`config.mk`:
```
export PLATFORM = sky130hd
export DESIGN_NAME = sync_fifo_flags
export DESIGN_NICKNAME = d
export VERILOG_FILES = /design/src/rtl/sync_fifo_flags.sv
export SDC_FILE = /design/constraint.sdc
export NUM_CORES = 1
export LEC_CHECK = 0
export BUFFER_PORTS_ARGS = -buffer_cell sky130_fd_sc_hd__buf_2
export CORE_ASPECT_RATIO = 2
export CORE_UTILIZATION = 25
export DETAILED_ROUTE_END_ITERATION = 6
export PLACE_DENSITY = 0.51
export SLEW_MARGIN = 20
export SYNTH_ARGS = -nofsm -noshare
export SYNTH_HDL_FRONTEND = slang
export SYNTH_SLANG_ARGS = --single-unit
```
`constraint.sdc`:
```
create_clock -name clk -period 7.7 [get_ports clk]
set_input_delay 0.385 -clock clk [delete_from_list [all_inputs] [get_ports clk]]
set_output_delay 0.385 -clock clk [all_outputs]
set_load 0.01 [all_outputs]
```
`src/rtl/sync_fifo_flags.sv`:
```
// Synchronous FIFO with occupancy/threshold flags and overflow/underflow pulses.
// Define FIFO_FWFT_EN for first-word-fall-through output; default is registered read data.
module sync_fifo_flags #(
    parameter int DATA_WIDTH = 8,
    parameter int PTR_WIDTH  = 3,
    parameter int AF_LEVEL   = 6,
    parameter int AE_LEVEL   = 2
) (
    input  logic                  clk,
    input  logic                  rst_n,
    input  logic                  clr,
    input  logic                  w_en,
    input  logic [DATA_WIDTH-1:0] data_in,
    input  logic                  r_en,
    output logic [DATA_WIDTH-1:0] data_out,
    output logic                  full,
    output logic                  empty,
    output logic                  almost_full,
    output logic                  almost_empty,
    output logic [PTR_WIDTH:0]    count,
    output logic                  overflow,
    output logic                  underflow
);

    localparam int DEPTH = 2 ** PTR_WIDTH;
    localparam logic [PTR_WIDTH:0] FULL_LVL = (PTR_WIDTH + 1)'(DEPTH);
    localparam logic [PTR_WIDTH:0] AF_LVL   = (PTR_WIDTH + 1)'(AF_LEVEL);
    localparam logic [PTR_WIDTH:0] AE_LVL   = (PTR_WIDTH + 1)'(AE_LEVEL);

    logic [DATA_WIDTH-1:0] mem [DEPTH];
    logic [PTR_WIDTH:0]    wr_ptr;
    logic [PTR_WIDTH:0]    rd_ptr;
    logic                  wr_ok;
    logic                  rd_ok;

    // A flush takes priority over any transfer in the same cycle.
    assign wr_ok = w_en && !full  && !clr;
    assign rd_ok = r_en && !empty && !clr;

    assign full         = (count == FULL_LVL);
    assign empty        = (count == '0);
    assign almost_full  = (count >= AF_LVL);
    assign almost_empty = (count <= AE_LVL);

    always_ff @(posedge clk) begin
        if (wr_ok) begin
            mem[wr_ptr[PTR_WIDTH-1:0]] <= data_in;
        end
    end

    always_ff @(posedge clk or negedge rst_n) begin
        if (!rst_n) begin
            wr_ptr    <= '0;
            rd_ptr    <= '0;
            count     <= '0;
            overflow  <= 1'b0;
            underflow <= 1'b0;
        end else if (clr) begin
            wr_ptr    <= '0;
            rd_ptr    <= '0;
            count     <= '0;
            overflow  <= 1'b0;
            underflow <= 1'b0;
        end else begin
            if (wr_ok) begin
                wr_ptr <= wr_ptr + 1'b1;
            end
            if (rd_ok) begin
                rd_ptr <= rd_ptr + 1'b1;
            end
            case ({wr_ok, rd_ok})
                2'b10:   count <= count + 1'b1;
                2'b01:   count <= count - 1'b1;
                default: count <= count;
            endcase
            overflow  <= w_en && full;
            underflow <= r_en && empty;
        end
    end

`ifdef FIFO_FWFT_EN
    assign data_out = empty ? '0 : mem[rd_ptr[PTR_WIDTH-1:0]];
`else
    always_ff @(posedge clk or negedge rst_n) begin
        if (!rst_n) begin
            data_out <= '0;
        end else if (clr) begin
            data_out <= '0;
        end else if (rd_ok) begin
            data_out <= mem[rd_ptr[PTR_WIDTH-1:0]];
        end
    end
`endif

endmodule

```
==> impl_metrics.csv, run 1 <==
group,metric,value,unit
run_status,outcome,"finished with violations",
run_status,failed_checks,"hold timing",
floorplanning,die_x,85.27,microns
route,vias_per_cell,4.583,
route,drtIter0Drc,111,
pwr,p_int,910.8,uW
clock_tree,cts.sinks,84,
timing,fmax,0.3699,GHz
flow_run,maxCapViolations,0,
critical_path,cp_data_arrival_time,2.96,ns
clock_tree,clk_pin_slew,0.06,ns
timing,rsz0062_at_grt,"no",
global_routing,grt_use_met3,0.02048,
finish,nFillCells,1349,
synth,yosys_register_bits,84,
global_routing,grt_pass1_wl,11010,microns
critical_path,rr_worst_depth,9,
timing,worst_pin_slew,0.9174,ns
route,wl_per_cell,17.30,microns
placement,gp_congestion,0.7524,
timing,finalSetupTns,0,ns
clock_tree,cts_resized,0,
clock_tree,cts.root.buffer_cell,"clkbuf_16",
floorplanning,die_area,0.01437,sq mm
route,vias,1824,
floorplanning,core_area,0.01351,sq mm
synth,syn_area,0.003467,sq mm
route,routed_wirelength,6884,microns
synth,yosys.area.top_type,"edfxtp_1",
finish,regArea,0.002422,sq mm
clock_tree,cts_tree,"done",
pwr,power_frac_seq,0.447,
clock_tree,cts_buffers,9,
clock_tree,cts_hold_buf,0,
placement,hpwl,4808,microns
critical_path,start_kind,"flip-flop",
global_routing,use_met1,0.1133,
critical_path,cp_max_fo,13,
pwr,p_clk_frac,0.337,
synth,syn-instance-count,204,
synth,ys_types,36,
timing,skew,0.009250,ns
pwr,power_leakage,0.001475,uW
finish,layout-drive-gt1-share,0.3169,
global_routing,grtUsageTotal,0.1054,
clock_tree,clk_latency,0.34,ns
clock_tree,cts_max_level,3,
route,drc_errors,0,
timing,period_needed,2.703,ns
pwr,powerDensity,312.7,mW/mm^2
timing,fin_hold_ws,-0.0004357,ns
pwr,p_sw,367.8,uW
global_routing,grt_overflow,0,
global_routing,top_usage_layer,"met2",
critical_path,endpoint_kind,"flip-flop",
critical_path,cp.required,7.96,ns
synth,yosysSeqAreaShare,0.6987,
hold_path,hold_class,"in2async",
synth,synth_top_area_share,0.5543,
synth,synth_area_leaders,"edfxtp_1, dfrtp_1, mux4_2",
finish,fin_nets,255,
pwr,p_sw_frac,0.2876,
timing,hold_viol,3,
critical_path,worstSetupPathType,"reg2reg",
route,antenna_left,0,
timing,max_slew_margin,0.3862,
timing,slew_viol_final,0,
clock_tree,cts_buffer_depth,2,
global_routing,grt_util_met2,0.1904,
global_routing,antenna_found_initial,0,
synth,synthesis.nets,221,
synth,postSynthAreaPerCell,17.00,sq um
global_routing,grt_max_degree,21,
placement,place_ws,5.022,ns
timing,layout_setup_ws,4.997,ns
finish,multiInputGateArea,989.7,sq um
route,drt-pass1-iter-count,4,
finish,area_growth,17.94,%
floorplanning,initial_core_util,0.2566,
pwr,ir_worst_vdd,0.0001187,V
synth,synth_warnings,0,
floorplanning,row_count,60,
pwr,p_comb_frac,0.216,
placement,port_buffers,30,
timing,finalSetupViolCount,0,
global_routing,grt_pass1_vias,1939,
timing,min_period_over_period,0.3511,
clock_tree,postCtsSetupBuffers,0,
floorplanning,fp.dieH,168.5,microns
finish,antenna_cells,0,
floorplanning,num_io_pins,31,
metal layers:
layer,vias to the layer above,wire length [microns]
met4,0,167
li1,850,-
met2,37,3820
met1,928,2712
met5,-,0
met3,9,184
path summary, 6_finish.rpt:
| kind | slack, ns | startpoint | to |
|---|---|---|---|
| worst max-delay path | 5.00 | count[1] | count[3] |
| worst min-delay path | -0.0004 | rst_n | count[1] |
| worst max register to register | 5.00 | count[1] | count[3] |
| worst min register to register | 0.48 | data_out[5] | data_out[5] |
| max in group asynchronous | 7.37 | rst_n | underflow |
| min in group clk | 0.32 | w_en | wr_ptr[1] |
power groups by stage:
stage               Sequential, uW  Combinational [uW]  Clock [uW]
floorplan                      571                 204           0
CTS                            574                 285         440
finish                         572                 276         431
global route                   578                 308         458
global placement               580                 282           0
detailed placement             583                 284           0
state kept, by name (all words and copies together) (netlist names):
signal and count:
count 4, data_out 8, mem 64, overflow 1, rd_ptr 3, underflow 1, wr_ptr 3
area by class of cell:
class,count,area share
clock buffer,9,0.05508
multi-input combinational,108,0.2420
inverter,2,0.003060
timing repair buffer,33,0.04223
sequential,84,0.5924
clock inverter,7,0.01775
tap,155,0.04743
metrics by stage:
step | utilization | cell area (sq um) | instances | power (uW)
floorplan | - | 3467 | 204 | 775.1
finish | 0.3026 | 4089 | 398 | 1279
CTS | 0.3026 | 4089 | 398 | 1299
detailed placement | 0.2806 | 3791 | 382 | 866.5
global route | 0.3026 | 4089 | 398 | 1344
global placement | 0.2806 | 3791 | 382 | 861.9
layout by cell type (no fill, tap or decap), types with 2 or more instances in the layout:
cell / instances
nand3_1: 4
ha_1: 4
nor3_1: 2
nand2_1: 16
a21oi_1: 5
nor3_2: 3
clkbuf_16: 9
buf_4: 3
mux2i_1: 11
inv_6: 3
xor2_1: 5
nand2b_1: 5
edfxtp_1: 64
dfrtp_1: 20
mux4_2: 16
o21ai_0: 10
nor2_1: 10
buf_2: 30
cell families after synthesis:
| logic type | Yosys count | synth area share |
|---|---|---|
| flip-flops | 84 | 0.6987 |
| AND/OR/NAND/NOR | 50 | 0.07795 |
| multiplexers | 27 | 0.1357 |
| AO/OA/AOI/OAI | 21 | 0.03573 |
| buffers and inverters | 12 | 0.02021 |
| XOR/XNOR | 6 | 0.01732 |
| adder cells (fa/ha/maj) | 4 | 0.01444 |
cells in the mapped netlist:
cell	n
edfxtp_1	64
dfrtp_1	20
mux4_2	16
nand2_1	16
mux2i_1	11
nor2_1	10
o21ai_0	10
a21oi_1	5
nand2b_1	5
nor3_1	5
xor2_1	5
buf_2	4
ha_1	4
nand3_1	4
buf_1	2
buf_6	2
clkbuf_1	2
a211oi_1	1
a21o_2	1
a22o_1	1
a31o_2	1
a31oi_1	1
clkinv_4	1
inv_1	1
nand2b_2	1
nand2b_4	1
nor2_4	1
nor2b_1	1
nor4_1	1
nor4_2	1
o32ai_1	1
or2b_1	1
or2b_2	1
or4_1	1
or4b_4	1
xnor2_2	1
worst max-delay path: stages (launching register included):
cell	delay (ns)
dfrtp_1	0.50
or4_1	0.73
nand2b_4	0.23
nor2_1	0.11
ha_1	0.36
o21ai_0	0.10
a21oi_1	0.16
nor4_2	0.05
a31oi_1	0.17
mux2i_1	0.21
Note: power is estimated with default switching activity, not from simulation.
==> run 2: changes to the inputs <==
--- a/config.mk
+++ b/config.mk
@@ -5,6 +5,7 @@
 export SDC_FILE = /design/constraint.sdc
 export NUM_CORES = 1
 export LEC_CHECK = 0
+export ABC_AREA = 1
 export BUFFER_PORTS_ARGS = -buffer_cell sky130_fd_sc_hd__buf_2
 export CORE_ASPECT_RATIO = 2
 export CORE_UTILIZATION = 25
==> constraint.sdc (replaced) <==
create_clock -name clk -period 2.7 [get_ports clk]
set_input_delay 0.135 -clock clk [delete_from_list [all_inputs] [get_ports clk]]
set_output_delay 0.135 -clock clk [all_outputs]
set_load 0.01 [all_outputs]
==> run 2 against run 1 <==
Net effect: the run now ends clean; cell count increased by 29%; sequential share of layout area decreased by 0.70 points; synthesized area increased by 1.2%; highest routed layer unchanged.
==> impl_metrics.csv, run 2 <==
group,metric,value,unit
timing,max_slew_margin,0.3855,
placement,gp_congestion,0.8491,
critical_path,start_kind,"flip-flop",
critical_path,critical-path-max-stage-delay,0.55,ns
timing,rsz0062_at_grt,"no",
timing,finalSetupTns,0,ns
synth,synthMostInstantiatedCell,"edfxtp_1",
global_routing,grtUsageTotal,0.1316,
finish,layout-drive-gt1-share,0.1824,
pwr,ir_worst_vdd,0.0003071,V
hold_path,hold_start,"r_en",
hold_path,whs_path_depth,3,
synth,synth_edf_count,64,
finish,fin_nets,341,
finish,mostFrequentLayoutCells,"edfxtp_1, nand2_1, nor2_1, buf_2, o21ai_0",
pwr,power_leakage,0.001584,uW
synth,syn-instance-count,288,
timing,skew,0.006665,ns
floorplanning,fp.dieH,169.6,microns
critical_path,rr_worst_depth,7,
finish,layout_commonest_cell,"edfxtp_1",
synth,ys.flop_type,"edfxtp_1",
route,m1WireLength,2905,microns
clock_tree,cts_buffers,9,
route,vias,2278,
critical_path,worstSetupPathType,"reg2reg",
synth,synth_area_leaders,"edfxtp_1, dfrtp_1, nand2_1",
critical_path,r2r_start,"count[3]",
global_routing,antenna_found_initial,0,
critical_path,timing.rr.end,"mem[0][6]",
timing,worst_pin_slew,0.9218,ns
synth,yosys_register_bits,84,
clock_tree,cts_resized,0,
synth,synthesis.nets,305,
route,dr.max_layer_used,"met4",
floorplanning,num_io_pins,31,
synth,synth_top_area_share,0.5476,
timing,hold_viol,0,
global_routing,grt_pass1_vias,2338,
synth,synth_warnings,0,
floorplanning,row_count,60,
timing,slew_viol_final,0,
floorplanning,die_area,0.01454,sq mm
synth,syn_area,0.003510,sq mm
route,drt-pass1-iter-count,4,
pwr,powerDensity,859.4,mW/mm^2
route,wl_per_cell,17.31,microns
timing,min_period_over_period,0.7371,
route,antenna_left,0,
global_routing,grt_max_degree,33,
route,wl_met2,4979,microns
critical_path,endpoint_kind,"flip-flop",
hold_path,hold_class,"in2reg",
timing,fin_hold_ws,0.08495,ns
floorplanning,die_x,85.78,microns
clock_tree,cts_max_level,3,
critical_path,cp_data_arrival_time,1.96,ns
critical_path,cp.required,2.67,ns
floorplanning,initial_core_util,0.2583,
clock_tree,cts_tree,"done",
flow_run,maxCapViolations,0,
finish,largest_register_ffs,64,
critical_path,r2r_slack,0.71,ns
run_status,outcome,"finished, final reports clean",
route,drc_errors,0,
floorplanning,core_area,0.01359,sq mm
route,vias_per_cell,4.423,
synth,postSynthAreaPerCell,12.19,sq um
synth,yosysSeqAreaShare,0.6902,
timing,finalSetupViolCount,0,
route,routed_wirelength,8916,microns
clock_tree,cts.sinks,84,
placement,port_buffers,30,
synth,synth_common_cells,"edfxtp_1, nand2_1, nor2_1",
clock_tree,clk_latency,0.33,ns
placement,hpwl,6774,microns
route,wl_met3,298,microns
critical_path,critPathSlowestCell,"nor2_1",
synth,ys_types,30,
timing,period_needed,1.990,ns
timing,fmax,0.5025,GHz
synth,async_flop_share,0.2381,
critical_path,cp_max_fo,8,
clock_tree,cts_buffer_depth,2,
finish,antenna_cells,0,
critical_path,path_cells,"inv_1 -> nor2_1 -> nand2_2 -> nand2_4 -> inv_1 -> nand2_1 -> nor2_1",
finish,area_growth,17.90,%
synth,yosys.area.top_type,"edfxtp_1",
pwr,power,3556,uW
global_routing,grt_overflow,0,
placement,place_inst,498,
global_routing,grt_pass1_wl,13250,microns
finish,instances_no_fill,515,
clock_tree,clk_pin_slew,0.06,ns
hold_path,min_to,"underflow",
route,drtIter0Drc,156,
clock_tree,cts.root.buffer_cell,"clkbuf_16",
## run 2: worst max path at each step
stage,from,endpoint,slack [ns],cells past startpoint
global route,count[3],mem[6][7],0.54,7
CTS,count[3],mem[0][6],0.65,7
detailed placement,count[3],mem[0][0],0.66,7
global placement,count[3],mem[4][0],0.77,7
floorplan,count[1],count[3],0.92,12
finish,count[3],mem[0][6],0.71,7
## run 2: kinds of logic after synthesis
family	Yosys count	synth area share
buf+inv	32	0.03886
compound gates	51	0.09162
fa+ha+maj	4	0.01426
mux	13	0.03708
flops	84	0.6902
simple gates	104	0.1280
## run 2: where the power goes
| group | switching [uW] | total [uW] | internal, uW |
|---|---|---|---|
| combinational | 576 | 883 | 306 |
| clock | 456 | 1060 | 607 |
| sequential | 112 | 1610 | 1500 |
| total | 1140 | 3560 | 2410 |
## run 2: final cells by class
type                            instances  area [sq um]
Fill cell                            1373          9450
Sequential cell                        84          2422
Multi-Input combinational cell        172         950.9
Tap cell                              186         232.7
Clock buffer                            9         225.2
Timing Repair Buffer                   35         190.2
Inverter                               22         82.58
Clock inverter                          7         33.78
## run 2: per-layer routing
layer,vias up,GRT usage
li1,1088,-
met1,1090,0.1174
met2,75,0.2414
met3,25,0.02286
met4,0,0.1239
met5,-,0
## run 2: repair_timing
item                      4_1_cts  5_1_grt
hold endpoints to repair       20        0
buffers inserted                0        0
hold buffers                    1        0
## run 2: worst max-delay path: cells and delay by family (launching register included)
| family | cells | cell delay (ns) |
|---|---|---|
| buffers and inverters | 2 | 0.24 |
| flip-flops | 1 | 0.42 |
| AND/OR/NAND/NOR | 5 | 0.97 |
## run 2: stage by stage
step,cell area (sq um),setup slack [ns],utilization
2_1_floorplan,3510,0.9233,-
3_3_place_gp,3869,0.7717,0.2847
3_5_place_dp,3869,0.6616,0.2847
4_1_cts,4138,0.6518,0.3045
5_1_grt,4138,0.5445,0.3045
6_report,4138,0.7099,0.3045
